`config.mk`:
```
export PLATFORM = sky130hd
export DESIGN_NAME = game_seq_ctrl
export DESIGN_NICKNAME = d
export VERILOG_FILES = /design/src/rtl/game_seq_ctrl_pkg.sv /design/src/rtl/sec_tick_gen.sv /design/src/rtl/game_seq_ctrl.sv
export SDC_FILE = /design/constraint.sdc
export NUM_CORES = 1
export LEC_CHECK = 0
export CAP_MARGIN = 20
export CORE_MARGIN = 10
export CORE_UTILIZATION = 52
export DETAILED_ROUTE_END_ITERATION = 7
export MAX_ROUTING_LAYER = met4
export PLACE_DENSITY = 0.87
export SYNTH_ARGS = -nofsm -noshare
export SYNTH_HDL_FRONTEND = slang
export SYNTH_SLANG_ARGS = --single-unit
```
`constraint.sdc`:
```
create_clock -name CLK -period 3.2 [get_ports CLK]
set_clock_uncertainty 0.2 [all_clocks]
set_input_delay 0.96 -clock CLK [delete_from_list [all_inputs] [get_ports CLK]]
set_output_delay 0.96 -clock CLK [all_outputs]
set_load 0.01 [all_outputs]
```
`src/rtl/game_seq_ctrl_pkg.sv`:
```
// rtl/game_seq_ctrl_pkg.sv - shared STATE bus encodings and helpers for the game sequencer
package game_seq_ctrl_pkg;

    typedef enum logic [3:0] {
        ST_TITLE    = 4'b0001,
        ST_READY    = 4'b0010,
        ST_QUESTION = 4'b0011,
        ST_INPUT    = 4'b0100,
        ST_JUDGE    = 4'b0101,
        ST_CORRECT  = 4'b0110,
        ST_WRONG    = 4'b0111,
        ST_CLEAR    = 4'b1000,
        ST_TIMEOUT  = 4'b1001,
        ST_GAMEOVER = 4'b1010,
        ST_RESULT   = 4'b1011
    } state_t;

    localparam int STATE_W = 4;
    localparam int QNUM_W  = 3;
    localparam int MISS_W  = 2;
    localparam int TIME_W  = 6;

    // True in the end-of-game states where the display shows the final score.
    function automatic logic is_game_end(input state_t s);
        return (s == ST_CLEAR) || (s == ST_GAMEOVER) || (s == ST_RESULT);
    endfunction

    // True in states that hold for a fixed number of seconds and then move on.
    function automatic logic is_show_state(input state_t s);
        return (s == ST_QUESTION) || (s == ST_CORRECT) || (s == ST_WRONG) ||
               (s == ST_TIMEOUT)  || (s == ST_CLEAR)   || (s == ST_GAMEOVER);
    endfunction

endpackage

```
`src/rtl/sec_tick_gen.sv`:
```
// rtl/sec_tick_gen.sv - one-second tick prescaler, restartable by CLR
module sec_tick_gen #(
    parameter int TICK_DIV = 50_000_000
) (
    input  logic CLK,
    input  logic RST,
    input  logic CLR,
    output logic TICK
);

    localparam int                CNT_W = $clog2(TICK_DIV);
    localparam logic [CNT_W-1:0]  LAST  = CNT_W'(TICK_DIV - 1);

    logic [CNT_W-1:0] cnt_q;

    assign TICK = (cnt_q == LAST);

    // Count 0..TICK_DIV-1; CLR restarts the second so every state window starts aligned.
    always_ff @(posedge CLK) begin
        if (RST || CLR || TICK) begin
            cnt_q <= '0;
        end else begin
            cnt_q <= cnt_q + CNT_W'(1);
        end
    end

endmodule

```
`src/rtl/game_seq_ctrl.sv`:
```
// rtl/game_seq_ctrl.sv - master game sequencer driving the STATE bus
module game_seq_ctrl
    import game_seq_ctrl_pkg::*;
#(
    parameter int TICK_DIV = 50_000_000,
    parameter int Q_TIME   = 30,
    parameter int SHOW_SEC = 2,
    parameter int NUM_Q    = 5,
    parameter int MAX_MISS = 3,
    parameter int JUDGE_TO = 16
) (
    input  logic                CLK,
    input  logic                RST,
    input  logic                START,
    input  logic                DEC,
    input  logic                QUE_OK,
    input  logic                JUDGE_VALID,
    input  logic                JUDGE_OK,
    output logic [STATE_W-1:0]  STATE,
    output logic                Q_REQ,
    output logic [QNUM_W-1:0]   Q_NUM,
    output logic [MISS_W-1:0]   MISS,
    output logic [TIME_W-1:0]   TIME_LEFT,
    output logic                GAME_END
);

    localparam int SEC_W = $clog2(SHOW_SEC + 1);
    localparam int JDG_W = $clog2(JUDGE_TO + 1);

    localparam logic [SEC_W-1:0]  SHOW_LAST  = SEC_W'(SHOW_SEC - 1);
    localparam logic [JDG_W-1:0]  JUDGE_LAST = JDG_W'(JUDGE_TO - 1);
    localparam logic [QNUM_W-1:0] Q_LAST     = QNUM_W'(NUM_Q - 1);
    localparam logic [QNUM_W-1:0] Q_SAT      = '1;
    localparam logic [MISS_W-1:0] MISS_LIMIT = MISS_W'(MAX_MISS);
    localparam logic [MISS_W-1:0] MISS_SAT   = '1;
    localparam logic [TIME_W-1:0] TIME_LOAD  = TIME_W'(Q_TIME);

    state_t             state_q;
    state_t             state_d;
    logic               state_chg;

    logic               start_prev;
    logic               dec_prev;
    logic               start_edge;
    logic               dec_edge;

    logic               tick;
    logic [SEC_W-1:0]   sec_cnt_q;
    logic [JDG_W-1:0]   jdg_cnt_q;
    logic               show_done;
    logic               judge_expired;

    logic [QNUM_W-1:0]  q_num_q;
    logic [MISS_W-1:0]  miss_q;
    logic [TIME_W-1:0]  time_left_q;
    logic               q_req_q;
    logic               last_q;
    logic               miss_full;
    logic               game_end;

    assign start_edge    = START & ~start_prev;
    assign dec_edge      = DEC & ~dec_prev;
    assign state_chg     = (state_d != state_q);
    assign show_done     = tick && (sec_cnt_q == SHOW_LAST) && is_show_state(state_q);
    assign judge_expired = (jdg_cnt_q == JUDGE_LAST);
    assign last_q        = (q_num_q == Q_LAST);
    assign miss_full     = (miss_q == MISS_LIMIT);

    sec_tick_gen #(
        .TICK_DIV (TICK_DIV)
    ) u_sec_tick_gen (
        .CLK  (CLK),
        .RST  (RST),
        .CLR  (state_chg),
        .TICK (tick)
    );

    // Button edge detectors; preset high so a button held through reset gives no edge.
    always_ff @(posedge CLK) begin
        if (RST) begin
            start_prev <= 1'b1;
            dec_prev   <= 1'b1;
        end else begin
            start_prev <= START;
            dec_prev   <= DEC;
        end
    end

    // Per-state elapsed counters: seconds for display windows, cycles for the judge wait.
    always_ff @(posedge CLK) begin
        if (RST || state_chg) begin
            sec_cnt_q <= '0;
            jdg_cnt_q <= '0;
        end else begin
            if (tick) begin
                sec_cnt_q <= sec_cnt_q + SEC_W'(1);
            end
            if (!judge_expired) begin
                jdg_cnt_q <= jdg_cnt_q + JDG_W'(1);
            end
        end
    end

    // State register; illegal encodings are caught by the next-state default.
    always_ff @(posedge CLK) begin
        if (RST) begin
            state_q <= ST_TITLE;
        end else begin
            state_q <= state_d;
        end
    end

    // Next-state decode and combinational outputs.
    always_comb begin
        state_d  = state_q;
        game_end = is_game_end(state_q);
        case (state_q)
            ST_TITLE: begin
                if (start_edge) state_d = ST_READY;
            end
            ST_READY: begin
                if (QUE_OK) state_d = ST_QUESTION;
            end
            ST_QUESTION: begin
                if (show_done) state_d = ST_INPUT;
            end
            ST_INPUT: begin
                // A decide press in the expiry cycle still gets judged.
                if (dec_edge) begin
                    state_d = ST_JUDGE;
                end else if (tick && (time_left_q <= TIME_W'(1))) begin
                    state_d = ST_TIMEOUT;
                end
            end
            ST_JUDGE: begin
                if (JUDGE_VALID) begin
                    state_d = JUDGE_OK ? ST_CORRECT : ST_WRONG;
                end else if (judge_expired) begin
                    state_d = ST_WRONG;
                end
            end
            ST_CORRECT: begin
                if (show_done) state_d = last_q ? ST_CLEAR : ST_READY;
            end
            ST_WRONG: begin
                if (show_done) state_d = miss_full ? ST_GAMEOVER : ST_INPUT;
            end
            ST_TIMEOUT: begin
                if (show_done) begin
                    if (miss_full)   state_d = ST_GAMEOVER;
                    else if (last_q) state_d = ST_CLEAR;
                    else             state_d = ST_READY;
                end
            end
            ST_CLEAR, ST_GAMEOVER: begin
                if (show_done) state_d = ST_RESULT;
            end
            ST_RESULT: begin
                if (start_edge) state_d = ST_TITLE;
            end
            default: begin
                state_d = ST_TITLE;
            end
        endcase
    end

    // Game counters and the question-request pulse, all updated on state transitions.
    always_ff @(posedge CLK) begin
        if (RST) begin
            q_num_q     <= '0;
            miss_q      <= '0;
            time_left_q <= '0;
            q_req_q     <= 1'b0;
        end else begin
            q_req_q <= (state_d == ST_READY) && (state_q != ST_READY);

            if ((state_q == ST_TITLE) && (state_d == ST_READY)) begin
                q_num_q <= '0;
            end else if (((state_q == ST_CORRECT) || (state_q == ST_TIMEOUT)) &&
                         (state_d == ST_READY) && (q_num_q != Q_SAT)) begin
                q_num_q <= q_num_q + QNUM_W'(1);
            end

            if ((state_q == ST_TITLE) && (state_d == ST_READY)) begin
                miss_q <= '0;
            end else if (state_chg && ((state_d == ST_WRONG) || (state_d == ST_TIMEOUT)) &&
                         (miss_q != MISS_SAT)) begin
                miss_q <= miss_q + MISS_W'(1);
            end

            // The timer freezes outside INPUT, so a wrong-answer retry resumes where it was.
            if ((state_q == ST_READY) && (state_d == ST_QUESTION)) begin
                time_left_q <= TIME_LOAD;
            end else if ((state_q == ST_INPUT) && tick && (time_left_q != '0)) begin
                time_left_q <= time_left_q - TIME_W'(1);
            end
        end
    end

    assign STATE     = state_q;
    assign Q_REQ     = q_req_q;
    assign Q_NUM     = q_num_q;
    assign MISS      = miss_q;
    assign TIME_LEFT = time_left_q;
    assign GAME_END  = game_end;

endmodule

```
After elaboration in Yosys (flattened, before gate mapping) --
Cells that the tools add are included.
Storage, ports and cells: bits in registers 51, bits of input ports 7, output and inout port bits 17, logic and storage cells 93
Operators by class: equality and inequality tests 24, multiplexer cells 19, add/sub/neg operators 6, bitwise gates (word level) 4, magnitude comparators 1, reduce and logical (&&, ||, !) cells 28
Operators with widths (count):
- $mux 4 | 15
- $pmux 4 s10 | 1
- $add 26x1->26 const B | 1
- $eq 26x26->1 const B | 1
- $eq 4x3->1 const B | 5
- $eq 4x4->1 const B | 5
- $eq 4x2->1 const B | 4
- $logic_and 1x1->1 | 12
- $logic_or 1x1->1 | 11
- $mux 5 | 2
- $le 6x1->1 const B | 1
- $reduce_bool 6->1 | 1
- $reduce_or 2->1 | 3
- $sub 6x1->6 const B | 1
- $add 5x1->5 const B | 1
- $eq 5x4->1 const B | 1
- $add 2x1->2 const B | 2
- $eq 4x1->1 const B | 1
- $ne 4x2->1 const B | 1
- $ne 4x4->1 | 1
- $add 3x1->3 const B | 1
- $eq 3x3->1 const B | 1
- $ne 3x3->1 const B | 1
- $and 1x1->1 | 2
- 6 further kinds | 7

Longest topological paths before layout --
Gate-level depths: netlist (run 1).
depth in word-level cells 13, gate-level depth with buffers 13, depth with buffers taken out 10

Cells and area by module --
A second synthesis (run 1) with hierarchy kept.
Unflattened totals: cell total of the unflattened synthesis 333, area, all modules 2949.1 um2
Modules (own cells, without submodules):
- game_seq_ctrl | area each 1680.4 um2, cells each 191, instances 1, seq. area each 500.5 um2
- sec_tick_gen | area each 1268.7 um2, cells each 142, instances 1, seq. area each 520.5 um2

Least setup slack after synthesis (run 1) --
No wires, ideal clock.
path kind register -> register, start register u_sec_tick_gen.cnt_q[8], end register u_sec_tick_gen.cnt_q[14], cell stages (with the launch flop) 11, arrival 2854 ps, path buffers 2, slack 32 ps, library setup time 115 ps, clock period less this slack 3168 ps, cells stage by stage dfxtp_1 or4_4 or4_4 nor4_4 a21o_2 a211oi_1 o2111ai_1 or2_1 buf_4 buf_6 nor2_1
On the way: cells in the longest elaborated chain, start to end 8, elaborated cells between the ends (all ways) 16, classes of those cells 1 x add/sub; 2 x eq/ne; 8 x mux; 5 x reduce/logical
RTL lines:
- from (decl) | line sec_tick_gen.sv:14 | logic [CNT_W-1:0] cnt_q;
- from (signal assigned) | line sec_tick_gen.sv:23 | cnt_q <= cnt_q + CNT_W'(1);
- $eq 26x26->1 | line sec_tick_gen.sv:16 | assign TICK = (cnt_q == LAST);
- $logic_and 1x1->1 (on tied branches) | line game_seq_ctrl.sv:131, game_seq_ctrl.sv:64
- $mux 4 / $logic_and 1x1->1 (equally long branches) | line game_seq_ctrl.sv:131, game_seq_ctrl.sv:64
- $mux 4 (tied with other cells) | line game_seq_ctrl.sv:129 | if (dec_edge) begin
- $pmux 4 s10 | line game_seq_ctrl.sv:117 | case (state_q)
- $ne 4x4->1 | line game_seq_ctrl.sv:63 | assign state_chg = (state_d != state_q);
- $logic_or 1x1->1 (2 in series) | line sec_tick_gen.sv:20 | if (RST || CLR || TICK) begin
Several ways; a longest one is shown, not always the timed one. A chain may end at the register's enable or synchronous reset.

Worst setup path in the final report (run 1) --
start register u_sec_tick_gen.cnt_q[8], end register miss_q[1] (netlist: MISS[1])
On the way: cells in the longest elaborated chain, start to end 9, elaborated cells between the ends (all ways) 21, classes of those cells 5 x eq/ne; 8 x mux; 8 x reduce/logical
RTL lines:
- $eq 26x26->1 (*) | line sec_tick_gen.sv:16
- $logic_and 1x1->1 (on tied branches) | line game_seq_ctrl.sv:131, game_seq_ctrl.sv:64
- $mux 4 / $logic_and 1x1->1 (equally long branches) | line game_seq_ctrl.sv:131, game_seq_ctrl.sv:64
- $mux 4 (tied with other cells) | line game_seq_ctrl.sv:129
- $pmux 4 s10 (*) | line game_seq_ctrl.sv:117
- $eq 4x3->1 / $eq 4x4->1 (equally long branches) | line game_seq_ctrl.sv:186 | end else if (state_chg && ((state_d == ST_WRONG) || (state_d == ST_TIMEOUT)) &&
- $logic_or 1x1->1 | line game_seq_ctrl.sv:186
- $logic_and 1x1->1 (2 in series) | line game_seq_ctrl.sv:186
- to (signal assigned) | line game_seq_ctrl.sv:188 | miss_q <= miss_q + MISS_W'(1);
- to (decl) | line game_seq_ctrl.sv:54 | logic [MISS_W-1:0] miss_q;
Mark *: on every way between the ends. The rest lies on a longest branch, timed or not.

==> results of run 1 <==
## registers in the layout, indices dropped and copies added, names as in the netlist, 2 cells and up
name / flops
u_sec_tick_gen.cnt_q: 26
Q_NUM: 3
STATE: 4
MISS: 2
sec_cnt_q: 2
jdg_cnt_q: 5
TIME_LEFT: 6
## metal layers
layer / wire, µm / share of wire / vias up / track usage
met5: 0 / 0 / - / -
met1: 2950 / 0.40 / 1302 / 0.173
met2: 3700 / 0.50 / 109 / 0.268
met3: 580 / 0.079 / 23 / 0.0404
li1: - / - / 1316 / -
met4: 164 / 0.022 / 0 / 0.0561
## critical path: stages (launching register included)
cell and delay, ps:
dfxtp_2 330, or4_4 530, or4_4 550, nor4_4 350, a211oi_2 130, a221o_1 330, o211a_4 170, o31a_2 330
o21ba_2 200
## Yosys cell counts, types with 5 or more instances
master	number
a21oi_1	11
and2_1	5
clkbuf_1	9
dfxtp_1	51
ha_1	11
inv_1	14
nand2_1	23
nand3_1	13
nand3b_1	6
nand4_1	10
nor2_1	59
nor2b_1	8
nor3_1	10
or2_2	5
xnor2_1	14
xor2_1	20
## cell type report
cell class,count,share of cell area
timing repair buffer,62,0.155
clock inverter,1,0.00134
clock buffer,6,0.0220
multi-input combinational,266,0.511
sequential,51,0.273
tap,72,0.0240
inverter,14,0.0140
## path summary, 6_finish.rpt
check | startpoint | end | slack (ps) | cells after the start
setup / recovery | u_sec_tick_gen.cnt_q[8] | MISS[1] | -20 | 8
hold / removal | u_sec_tick_gen.cnt_q[0] | u_sec_tick_gen.cnt_q[0] | 240 | 1
setup reg to reg | u_sec_tick_gen.cnt_q[8] | MISS[1] | -20 | 8
hold reg to reg | u_sec_tick_gen.cnt_q[0] | u_sec_tick_gen.cnt_q[0] | 240 | 1
## through the flow
step / total power (W) / util / worst slack (ps) / area [µm²]
after CTS: 0.00117 / 0.646 / 8.15 / 3510
final: 0.00122 / 0.689 / -21.2 / 3750
after global placement: 0.000797 / 0.624 / -389 / 3400
after global routing: 0.00127 / 0.689 / -94.8 / 3750
after detailed placement: 0.000802 / 0.624 / -417 / 3400
after floorplan: 0.000751 / - / 31.6 / 2880
## power by group through the flow
| stage | clock network, W | registers, W | logic [W] |
|---|---|---|---|
| global placement | 0 | 0.000670 | 0.000127 |
| finish | 0.000375 | 0.000657 | 0.000185 |
| floorplan | 0 | 0.000671 | 0.0000793 |
| detailed placement | 0 | 0.000671 | 0.000131 |
| global route | 0.000406 | 0.000659 | 0.000200 |
| CTS | 0.000379 | 0.000656 | 0.000135 |
## kinds of logic after synthesis
| logic type | share of synthesized area |
|---|---|
| compound gates | 0.127 |
| xor+xnor | 0.103 |
| fa+ha+maj | 0.0477 |
| flops | 0.354 |
| buf+inv | 0.0421 |
| mux | 0.0143 |
| simple gates | 0.312 |
## timing repair
item / 4_1_cts / 5_1_grt
pin swaps: 5 / 21
hold buffers: 0 / 0
resized for setup: 7 / 46
setup buffers: 1 / 2
cloned: 0 / 3
endpoints found under the setup margin: 28 / 27
==> qor.txt, run 1 <==
Iter 0 DRT Violations: 247
post-placement cell count: 459
CTS tree: yes
Worst Slack Setup Final: -21.2 ps
final setup vio count: 7
switching part of the total power: 0.254
ys flop type: dfxtp_1
Routed Wire Length: 7.39 mm
Seq/Total Area, Yosys: 0.354
Flop pwr share: 0.540
clk_lat worst skew: 310 ps
Switching Power: 0.000309 W
Mapped Nets: 362
clk slew on worst S/H paths: 90 ps
via count: 2,750
H-Tree Depth: 2
kind of critical path: reg2reg
Netlist cell types: 59
P_leak: 1.41 nW
DRT Pass-1 Iters: 4
hpwl dp: 4.95 mm
Hold Slack: 237 ps
combinational share of power: 0.152
worst vdd ir: 0.000231 V
initial antenna violation count: 0
I/O pin count: 24
asr flop ratio synth: 0
commonest non-fill, non-tap cell in the layout: dfxtp_1
Nets: 418
Filler cells: 399
IO buf count: 23
RSZ-0062 raised after global routing: yes
Initial Util: 0.530
vias in the first global route: 2,582
DIE WIDTH: 94.5 µm
Via density: 5.83
DR WL/cell: 15.7 µm
final hold violation count: 0
power per cell area: 325 mW/mm²
WP data required: 3210 ps
Yosys reg bits: 51
Area contributors post-synth: dfxtp_1, nor2_1, xor2_1, ha_1, xnor2_1
Synth warnings: 0
Synth Area per Inst: 8.38 µm²
FP Rows: 27
Clock Path Buffers: 2
Int Power: 0.000909 W
Die Y: 94.5 µm
largest net degree at the start of global routing: 27
Rel. slew slack: 0.700
startpoint types: register
Post-Synthesis Cells: 344
Post-synth EDFFs: 0
Final Slew Violations: 0
Yosys top cell by area: dfxtp_1
Reg area: 0.00102 mm²
Layout area overhead: 30.0%
outcome: finished with violations
Hold Crit Class: reg2reg
gr ovfl total: 0
max-cap violations: 0
Ant. Diodes: 0
most frequent cells in the layout: dfxtp_1, nor2_1, buf_4
Synth top area share: 0.354
DRC viols: 0
clock share of power: 0.308
clk sinks: 51
Tcrit/Tclk final: 1.01
DIE AREA: 0.00892 mm²
Slew @ Worst Pin: 445 ps
fin cells: 472
CTS buffer count: 5
min Tclk post-route: 3220 ps
core area: 0.00544 mm²
first-pass GRT wire length: 11.3 mm
Arr. time, crit path: 3240 ps
total global-route track usage: 0.157
placer congestion estimate: 0.930
CP Max Fanout: 4
upper clock frequency limit: 310 MHz
antenna violation net count after detailed routing: 0
Syn Std Cell Area: 0.00288 mm²
layout cells sized above 1: 0.253
Setup crit end kind: register
area of the multi-input gates: 0.00191 mm²
setup TNS: -48.5 ps
failing checks: negative setup slack
Root Driver: clkbuf_8
(Power assumes the default switching activity.)
==> inputs of run 2 (changes only) <==
- HOLD_SLACK_MARGIN: not set -> 0.08
==> results of run 2 <==
The final DEF is identical to that of run 1; final timing and power are the same.
